<file path="config.mk">
export PLATFORM = sky130hd
export DESIGN_NAME = bullet_damage_engine
export DESIGN_NICKNAME = d
export VERILOG_FILES = /design/src/rtl/bullet_damage_engine_pkg.sv /design/src/rtl/bullet_damage_engine_aabb_overlap.sv /design/src/rtl/bullet_damage_engine.sv
export SDC_FILE = /design/constraint.sdc
export NUM_CORES = 1
export LEC_CHECK = 0
export BUFFER_PORTS_ARGS = -buffer_cell sky130_fd_sc_hd__buf_2
export CAP_MARGIN = 10
export CELL_PAD_IN_SITES_DETAIL_PLACEMENT = 1
export CELL_PAD_IN_SITES_GLOBAL_PLACEMENT = 1
export CORE_ASPECT_RATIO = 0.8
export CORE_MARGIN = 4
export CORE_UTILIZATION = 37
export DETAILED_ROUTE_END_ITERATION = 7
export GPL_ROUTABILITY_DRIVEN = 0
export GPL_TIMING_DRIVEN = 0
export PLACE_DENSITY = 0.91
export SETUP_SLACK_MARGIN = 0.05
export SYNTH_ARGS = -nofsm -noshare
export SYNTH_HDL_FRONTEND = slang
export SYNTH_HIERARCHICAL = 1
export SYNTH_SLANG_ARGS = --single-unit
</file>
<file path="constraint.sdc">
create_clock -name clk -period 5.1 [get_ports clk]
set_input_delay 0.255 -clock clk [delete_from_list [all_inputs] [get_ports clk]]
set_output_delay 0.255 -clock clk [all_outputs]
set_load 0.01 [all_outputs]
</file>
<file path="src/rtl/bullet_damage_engine_pkg.sv">
// Shared game definitions: bullet colour codes, damage-engine FSM encoding
// and HP defaults also used by the VGA state formatter.
package bullet_damage_engine_pkg;

  localparam logic [2:0] COL_WHITE  = 3'd0;
  localparam logic [2:0] COL_BLUE   = 3'd1;
  localparam logic [2:0] COL_ORANGE = 3'd2;
  localparam logic [2:0] COL_GREEN  = 3'd3;

  localparam int DEF_HP_MAX   = 100;
  localparam int DEF_DMG_AMT  = 5;
  localparam int DEF_HEAL_AMT = 3;

  typedef enum logic [1:0] {
    ST_IDLE  = 2'd0,
    ST_SCAN  = 2'd1,
    ST_APPLY = 2'd2
  } state_t;

endpackage

</file>
<file path="src/rtl/bullet_damage_engine_aabb_overlap.sv">
// Combinational axis-aligned box overlap test between the player square
// and one bullet rectangle; edge sums carry an extra bit so nothing wraps.
module aabb_overlap #(
  parameter int POS_W = 8
) (
  input  logic [POS_W-1:0] px_i,
  input  logic [POS_W-1:0] py_i,
  input  logic [POS_W-1:0] ps_i,
  input  logic [POS_W-1:0] bx_i,
  input  logic [POS_W-1:0] by_i,
  input  logic [POS_W-1:0] bw_i,
  input  logic [POS_W-1:0] bh_i,
  output logic             hit_o
);

  logic [POS_W:0] p_x_end, p_y_end, b_x_end, b_y_end;

  assign p_x_end = {1'b0, px_i} + {1'b0, ps_i};
  assign p_y_end = {1'b0, py_i} + {1'b0, ps_i};
  assign b_x_end = {1'b0, bx_i} + {1'b0, bw_i};
  assign b_y_end = {1'b0, by_i} + {1'b0, bh_i};

  // Strict compares: boxes that only share an edge do not collide.
  assign hit_o = ({1'b0, px_i} < b_x_end) && ({1'b0, bx_i} < p_x_end) &&
                 ({1'b0, py_i} < b_y_end) && ({1'b0, by_i} < p_y_end);

endmodule

</file>
<file path="src/rtl/bullet_damage_engine.sv">
// Per-tick scan of all bullet channels against the player through one shared
// overlap checker; resolves the first qualifying hit into damage or heal.
module bullet_damage_engine
  import bullet_damage_engine_pkg::*;
#(
  parameter int N_BULLETS = 4,
  parameter int POS_W     = 8,
  parameter int HP_W      = 8,
  parameter int HP_MAX    = DEF_HP_MAX,
  parameter int DMG_AMT   = DEF_DMG_AMT,
  parameter int HEAL_AMT  = DEF_HEAL_AMT,
  parameter int IFRAMES   = 5,
  localparam int IDX_W    = (N_BULLETS > 1) ? $clog2(N_BULLETS) : 1
) (
  input  logic                         clk,
  input  logic                         reset,
  input  logic                         tick,
  input  logic                         restart,
  input  logic [POS_W-1:0]             player_x,
  input  logic [POS_W-1:0]             player_y,
  input  logic [POS_W-1:0]             player_size,
  input  logic                         player_moving,
  input  logic [N_BULLETS*2*POS_W-1:0] bullet_pos,
  input  logic [N_BULLETS*2*POS_W-1:0] bullet_size,
  input  logic [N_BULLETS*3-1:0]       bullet_color,
  input  logic [N_BULLETS-1:0]         bullet_active,
  output logic [HP_W-1:0]              hp,
  output logic                         is_death,
  output logic                         invuln,
  output logic                         hit_valid,
  output logic [IDX_W-1:0]             hit_index,
  output logic                         busy,
  output state_t                       dbg_state
);

  localparam int CNT_W = (IFRAMES > 0) ? $clog2(IFRAMES + 1) : 1;

  state_t             state_q, state_d;
  logic [IDX_W-1:0]   idx_q, idx_d, found_idx_q, found_idx_d, hit_index_q, hit_index_d;
  logic               found_q, found_d, found_heal_q, found_heal_d;
  logic [POS_W-1:0]   px_q, px_d, py_q, py_d, ps_q, ps_d;
  logic               mov_q, mov_d;
  logic [HP_W-1:0]    hp_q, hp_d;
  logic               dead_q, dead_d, invuln_q, invuln_d;
  logic               hit_valid_q, hit_valid_d, busy_q, busy_d;
  logic [CNT_W-1:0]   cnt_q, cnt_d;

  logic [2*POS_W-1:0] cur_pos, cur_size;
  logic [2:0]         cur_col;
  logic               cur_act, overlap, dmg_type, heal_type, chan_hit;
  logic [HP_W:0]      heal_sum;

  // Bullet inputs are read live for the channel under scan.
  assign cur_pos  = bullet_pos[int'(idx_q)*2*POS_W +: 2*POS_W];
  assign cur_size = bullet_size[int'(idx_q)*2*POS_W +: 2*POS_W];
  assign cur_col  = bullet_color[int'(idx_q)*3 +: 3];
  assign cur_act  = bullet_active[idx_q];

  aabb_overlap #(.POS_W(POS_W)) u_overlap (
    .px_i  (px_q),
    .py_i  (py_q),
    .ps_i  (ps_q),
    .bx_i  (cur_pos[2*POS_W-1:POS_W]),
    .by_i  (cur_pos[POS_W-1:0]),
    .bw_i  (cur_size[2*POS_W-1:POS_W]),
    .bh_i  (cur_size[POS_W-1:0]),
    .hit_o (overlap)
  );

  always_comb begin
    dmg_type  = 1'b0;
    heal_type = 1'b0;
    case (cur_col)
      COL_WHITE:  dmg_type  = 1'b1;
      COL_BLUE:   dmg_type  = mov_q;
      COL_ORANGE: dmg_type  = !mov_q;
      COL_GREEN:  heal_type = 1'b1;
      default:    ;
    endcase
  end

  assign chan_hit = cur_act && overlap && (heal_type || (dmg_type && (cnt_q == '0)));
  assign heal_sum = {1'b0, hp_q} + (HP_W+1)'(HEAL_AMT);

  always_ff @(posedge clk or posedge reset) begin
    if (reset) begin
      state_q      <= ST_IDLE;
      idx_q        <= '0;
      found_q      <= 1'b0;
      found_idx_q  <= '0;
      found_heal_q <= 1'b0;
      px_q         <= '0;
      py_q         <= '0;
      ps_q         <= '0;
      mov_q        <= 1'b0;
      hp_q         <= HP_W'(HP_MAX);
      dead_q       <= 1'b0;
      cnt_q        <= '0;
      invuln_q     <= 1'b0;
      hit_valid_q  <= 1'b0;
      hit_index_q  <= '0;
      busy_q       <= 1'b0;
    end else begin
      state_q      <= state_d;
      idx_q        <= idx_d;
      found_q      <= found_d;
      found_idx_q  <= found_idx_d;
      found_heal_q <= found_heal_d;
      px_q         <= px_d;
      py_q         <= py_d;
      ps_q         <= ps_d;
      mov_q        <= mov_d;
      hp_q         <= hp_d;
      dead_q       <= dead_d;
      cnt_q        <= cnt_d;
      invuln_q     <= invuln_d;
      hit_valid_q  <= hit_valid_d;
      hit_index_q  <= hit_index_d;
      busy_q       <= busy_d;
    end
  end

  always_comb begin
    state_d = state_q;
    case (state_q)
      ST_IDLE:  if (tick && !dead_q) state_d = ST_SCAN;
      ST_SCAN:  if (idx_q == IDX_W'(N_BULLETS - 1)) state_d = ST_APPLY;
      ST_APPLY: state_d = ST_IDLE;
      default:  state_d = ST_IDLE;
    endcase
    if (restart) state_d = ST_IDLE;
  end

  always_comb begin
    idx_d        = idx_q;
    found_d      = found_q;
    found_idx_d  = found_idx_q;
    found_heal_d = found_heal_q;
    px_d         = px_q;
    py_d         = py_q;
    ps_d         = ps_q;
    mov_d        = mov_q;
    hp_d         = hp_q;
    dead_d       = dead_q;
    cnt_d        = cnt_q;
    hit_valid_d  = 1'b0;
    hit_index_d  = hit_index_q;
    case (state_q)
      ST_IDLE: begin
        if (tick && !dead_q) begin
          px_d    = player_x;
          py_d    = player_y;
          ps_d    = player_size;
          mov_d   = player_moving;
          found_d = 1'b0;
          idx_d   = '0;
          if (cnt_q != '0) cnt_d = cnt_q - 1'b1;
        end
      end
      ST_SCAN: begin
        // Lowest index wins; later channels are still visited.
        if (!found_q && chan_hit) begin
          found_d      = 1'b1;
          found_idx_d  = idx_q;
          found_heal_d = heal_type;
        end
        idx_d = idx_q + 1'b1;
      end
      ST_APPLY: begin
        if (found_q) begin
          hit_valid_d = 1'b1;
          hit_index_d = found_idx_q;
          if (found_heal_q) begin
            hp_d = (heal_sum > (HP_W+1)'(HP_MAX)) ? HP_W'(HP_MAX) : heal_sum[HP_W-1:0];
          end else begin
            hp_d  = (hp_q <= HP_W'(DMG_AMT)) ? '0 : hp_q - HP_W'(DMG_AMT);
            cnt_d = CNT_W'(IFRAMES);
            if (hp_q <= HP_W'(DMG_AMT)) dead_d = 1'b1;
          end
        end
      end
      default: ;
    endcase
    if (restart) begin
      hp_d        = HP_W'(HP_MAX);
      dead_d      = 1'b0;
      cnt_d       = '0;
      found_d     = 1'b0;
      hit_valid_d = 1'b0;
    end
  end

  assign busy_d   = (state_d != ST_IDLE);
  assign invuln_d = (cnt_d != '0);

  assign hp        = hp_q;
  assign is_death  = dead_q;
  assign invuln    = invuln_q;
  assign hit_valid = hit_valid_q;
  assign hit_index = hit_index_q;
  assign busy      = busy_q;
  assign dbg_state = state_q;

endmodule
</file>
---- Word level (Yosys, flattened, before mapping) ----
Index checks and enable logic that the tools add are counted.
storage, ports and cells
  bits in registers ....................... 50
  bits of input ports ..................... 173
  output and inout bits ................... 16
  word-level logic and storage cells ...... 109
operators by class
  add/sub/neg operators ................... 8
  multipliers ............................. 1
  magnitude comparators ................... 7
  eq/ne operators ......................... 10
  shift operators ......................... 3
  muxes and demuxes ....................... 34
  reductions and logical operators ........ 30
operators with widths
  operator             number
  $shiftx 64x7->16     2
  $mux 8               6
  $add 8x8->9          4
  $lt 8x9->1           4
  $mux 3               5
  $mux 1               13
  $shiftx 12x5->3      1
  $reduce_and 2->1     5
  $reduce_bool 2->1    5
  $add 8x2->9 const B  1
  $gt 9x7->1 const B   1
  $reduce_bool 3->1    3
  $le 8x3->1 const B   1
  $logic_and 1x1->1    8
  $mux 2               4
  $pmux 2 s2           2
  $sub 8x3->8 const B  1
  $eq 3x2->1 const B   2
  $logic_not 3->1      2
  $ne 3x3->1 const B   2
  $pmux 3 s2           1
  $eq 2x2->1 const B   2
  $mul 2x2->4 const B  1
  $ne 2x2->1 const B   2
  other kinds (13)     15

---- Logic depth before layout (Yosys ltp) ----
  word-level depth ........................ 12
  depth in mapped cells ................... 22
  mapped depth without buffers ............ 20

---- Modules after synthesis ----
The synthesis kept the hierarchy.
modules (own cells, without submodules)
  module                times used  cells each  area an instance (um^2)  sequential area each (um^2)
  bullet_damage_engine  1           338         3388.2                   1255.0
  aabb_overlap          1           209         1734.2                   0.0

---- Worst setup path before layout ----
OpenSTA, ideal clock, no wires.
  path kind ............................... reg2reg
  start ................................... reg idx_q[0]
  end ..................................... reg found_idx_q[0]
  library setup time ...................... 125 ps
  data arrival time ....................... 4511 ps
  setup slack ............................. 465 ps
  cell stages (with the launch flop) ...... 20
  path buffers ............................ 2
  cell sequence ........................... dfrtp_1 > buf_2 > buf_2 > mux4_2 > ha_1 > fa_1 > a211o_1 > a21o_1 > a21oi_1 > xor2_1 > ha_1 > o2111ai_1 > a21oi_1 > a2111oi_0 > o22ai_1 > nor3_1 > o2111ai_1 > nor2_1 > nand2_1 > mux2_2
on the way
  elaborated cells on any way between the ends .. 27
RTL lines
  what                            RTL line                                 text
  start: declaration              bullet_damage_engine.sv:39               logic [IDX_W-1:0] idx_q, idx_d, found_idx_q, found_idx_d, hit_index_q, hit_index_d;
  start signal: assignment        bullet_damage_engine.sv:105              idx_q <= idx_d;
  $shiftx 64x7->16                bullet_damage_engine.sv:55               assign cur_size = bullet_size[int'(idx_q)*2*POS_W +: 2*POS_W];
  net cur_size[0]                 bullet_damage_engine.sv:48               logic [2*POS_W-1:0] cur_pos, cur_size;
  $add 8x8->9                     bullet_damage_engine_aabb_overlap.sv:21  assign b_y_end = {1'b0, by_i} + {1'b0, bh_i};
  $lt 8x9->1                      bullet_damage_engine_aabb_overlap.sv:25  ({1'b0, py_i} < b_y_end) && ({1'b0, by_i} < p_y_end);
  $logic_and 1x1->1               bullet_damage_engine_aabb_overlap.sv:24  assign hit_o = ({1'b0, px_i} < b_x_end) && ({1'b0, bx_i} < p_x_end) &&
  $logic_and 1x1->1               bullet_damage_engine_aabb_overlap.sv:25
  net overlap                     bullet_damage_engine.sv:50               logic cur_act, overlap, dmg_type, heal_type, chan_hit;
  $logic_and 1x1->1 (2 in a row)  bullet_damage_engine.sv:82               assign chan_hit = cur_act && overlap && (heal_type || (dmg_type && (cnt_q == '0)));
  $logic_and 1x1->1               bullet_damage_engine.sv:162              if (!found_q && chan_hit) begin
  $reduce_and 2->1 (no line)      n/a
  end signal: assignment          bullet_damage_engine.sv:107              found_idx_q <= found_idx_d;
  end: declaration                bullet_damage_engine.sv:39
The timed path passes the listed nets, and every way through them passes these cells. The select of a mux whose other input is x is not followed.
A chain may end at the register's enable or synchronous reset.

---- Final worst setup path ----
  start ................................... reg idx_q[0]
  end ..................................... reg found_idx_q[1]
Same word-level chain as after synthesis.

==> metrics <==
Worst Setup SP idx_q[0]; Pint 1.874 mW; clock buffer depth 2; pwr dens 512.9 mW/mm2; Synth cell types 66; Clock Skews 10.19 ps; switching share of power 44.94%; post-DR vias/cell 5.585; Placeable Area 0.01355 mm2; asr flop ratio synth 100.0%; Inserted Diodes 0; IO buf count 187; initial antenna violation count 0; gr ovfl total 0; Final setup viols 0; Power Total 3.404 mW; CTS H-Tree Depth 2; final hold violations 0; crit path DAT 4980 ps; Cell Chain, Critical Path buf_12 -> buf_12 -> mux4_2 -> ha_1 -> fa_2 -> a211o_1 -> a21o_1 -> a21oi_2 -> xor2_1 -> ha_1 -> o2111ai_1 -> a21oi_1 -> a2111oi_4 -> o22ai_2 -> nor3_2 -> o2111ai_1 -> nor2_2 -> nand2_2 -> mux2_2; crit path max fanout 10; Placed Instances 915; Filler cells 1668; I/O pin cnt 189; CP top delay family compound AO/OA/AOI/OAI gates; clock group share of total power 12.8%; chip height 113.2 um; largest net degree at the start of global routing 32; worst slew pin tran 597.2 ps; Overall Global Routing Usage 22.24%; drt total wl 18.22 mm; first-pass GRT wire length 28.51 mm; Root Driver clkbuf_16; DR iter-0 viols 268; Clock Latency Late Sink 290 ps; most common cell after layout, fill and taps aside buf_2; Pleak 3.225 nW; Synth Flop Type dfrtp_1; Flop pwr share 15.6%; max-cap violation count 0; Slew headroom 60.19%; worst reg2reg startpoint idx_q[0]; RSZ-0062 raised after global routing no; Peak Freq 208.4 MHz; Reg clk slew, reported paths 80 ps; TritonRoute pass-1 iters 4; initial core utilization 37.80%; worst path bufs/invs 2; Critical Path RT 5280 ps; Sinks on Clock Net 50; Final Max Slew Viols 0; critical path endpoint found_idx_q[1]; commonest cells after routing, fill and taps aside buf_2 (192), nand2_1 (100), ha_1 (65); worst reg2reg path depth 19; dpl hpwl 15.00 mm; Mapped Area 0.005122 mm2; Final Instance Area 0.006636 mm2; setup ws final 301.4 ps; Hold WC Path Type input port to register; NumNets Final 987; VDD IR max 0.2453 mV; Die W 139.6 um; Post-DRT Antenna Nets 0; die area 0.01580 mm2; layout cells sized above 1 37.27%; sw power 1.530 mW; Yosys reg bits 50; R2R setup slack 300 ps; CTS tree yes; vias in the first global route 5533; Logic pwr share 71.6%; sequential share of the synthesized area 24.50%; Residual DRC 0; area delta synth->final 29.56%; CP max stage cell mux4_2; clock buffer count from CTS 5; Worst R2R End found_idx_q[1]; status finished, final reports clean; Rows 38; Final Non-Filler Cells 926; Syn Nets 789; Post-Syn Area per Cell 9.365 um2; period utilisation layout 94.09%; CP Depth 19; CP startpoint kind register; worst slack at placement -1060 ps; Post-synth EDFFs 0; Vias 5172; min Tclk post-route 4799 ps; Cells after Synth 547; Area after DPL 0.006304 mm2; WL/cell 19.68 um; Crit Path Class register to register; slowest stage delay, CP 520 ps; Worst setup EP type register; Syn. warnings 6
==> power groups by stage <==
stage          registers (mW)  logic [mW]  clock network [mW]
2_1_floorplan           0.510        1.62                   0
3_3_place_gp            0.535        2.08                   0
3_5_place_dp            0.537        2.24                   0
4_1_cts                 0.529        2.34               0.446
5_1_grt                 0.539        2.71               0.464
6_report                0.530        2.44               0.437
==> how the worst min path moves through the flow <==
| stage | slack, ps | end | startpoint | cells after the start |
|---|---|---|---|---|
| after floorplan | 360 | mov_q | player_moving | 2 |
| after global placement | 450 | ps_q[3] | player_size[3] | 3 |
| after detailed placement | 310 | ps_q[6] | reset | 2 |
| after CTS | 150 | mov_q | player_moving | 3 |
| after global routing | 160 | px_q[1] | player_x[1] | 3 |
| final | 160 | px_q[1] | player_x[1] | 3 |
==> layer usage <==
layer / vias up / global-route usage [%] / routed length (um) / part of all wire (%)
met2: 152 / 39.50 / 9241 / 51
met3: 35 / 3.338 / 1025 / 5.6
met5: - / 0 / 0 / 0
met1: 2566 / 28.46 / 7585 / 42
li1: 2419 / - / - / -
met4: 0 / 5.939 / 369 / 2.0
==> logic make-up after synthesis <==
kind of cell,count (synthesis),share of synthesized area (%)
simple gates,210,19.59
compound gates,112,14.85
fa+ha+maj,69,17.44
flops,50,24.50
buf+inv,44,3.639
mux,39,16.05
xor+xnor,23,3.933
==> layout make-up <==
cell class / count / area [um2] / area share, %
Buffer: 26 / 183.9 / 2.771
Clock buffer: 5 / 125.1 / 1.885
Clock inverter: 3 / 68.82 / 1.037
Inverter: 18 / 67.56 / 1.018
Multi-Input combinational cell: 453 / 3727 / 56.17
Sequential cell: 50 / 1257 / 18.95
Tap cell: 180 / 225.2 / 3.394
Timing Repair Buffer: 191 / 980.9 / 14.78
==> cell usage after synthesis (3+ instances only) <==
library cell	instances	area, um2
a211oi_1	8	60.06
a21o_1	6	45.04
a21oi_1	29	145.1
a22o_1	3	26.28
a311oi_1	3	26.28
a31oi_1	5	31.28
and3_1	3	18.77
buf_2	8	40.04
buf_4	3	22.52
clkbuf_1	13	48.80
dfrtp_1	47	1176
dfstp_2	3	78.83
fa_1	4	80.08
ha_1	65	813.3
inv_1	18	67.56
mux2_2	4	45.04
mux4_2	34	765.7
nand2_1	101	379.1
nand2b_1	14	87.58
nand3_1	14	70.07
nand4_1	5	31.28
nor2_1	29	108.9
nor2b_1	7	43.79
nor3_1	11	55.05
nor3b_1	3	22.52
o21a_1	6	45.04
o21ai_0	20	100.1
o221ai_1	3	26.28
o22ai_1	3	18.77
o31ai_1	4	30.03
or3_1	6	37.54
xnor2_1	5	43.79
xor2_1	18	157.7
==> metrics by stage <==
stage | hold WS, ps | TNS (ps) | utilization, %
after floorplan | 360.4 | 0 | -
after global placement | 445.6 | -3644 | 46.37
after detailed placement | 307.2 | -4123 | 46.52
after CTS | 152.4 | 0 | 48.51
after global routing | 155.3 | 0 | 48.98
final | 157.6 | 0 | 48.98
==> state kept, by name, summed over array words and instances, names as in the netlist <==
signal,count
hp,8
ps_q,8
px_q,8
py_q,8
cnt_q,3
dbg_state,2
found_idx_q,2
hit_index,2
idx_q,2
busy,1
found_heal_q,1
found_q,1
hit_valid,1
invuln,1
is_death,1
mov_q,1
==> worst min-delay path: stages <==
cell     delay, ps
buf_2           80
nand2_1         40
nand2_1         40
==> repair_timing <==
item / CTS / global route
buffers inserted: 1 / 1
endpoints found under the hold margin: 9 / 0
setup endpoints to repair: 4 / 4
hold buffers: 1 / 0
resized for setup: 21 / 17
pin swaps: 0 / 3
No activity file was read; power rests on OpenSTA's default activity.
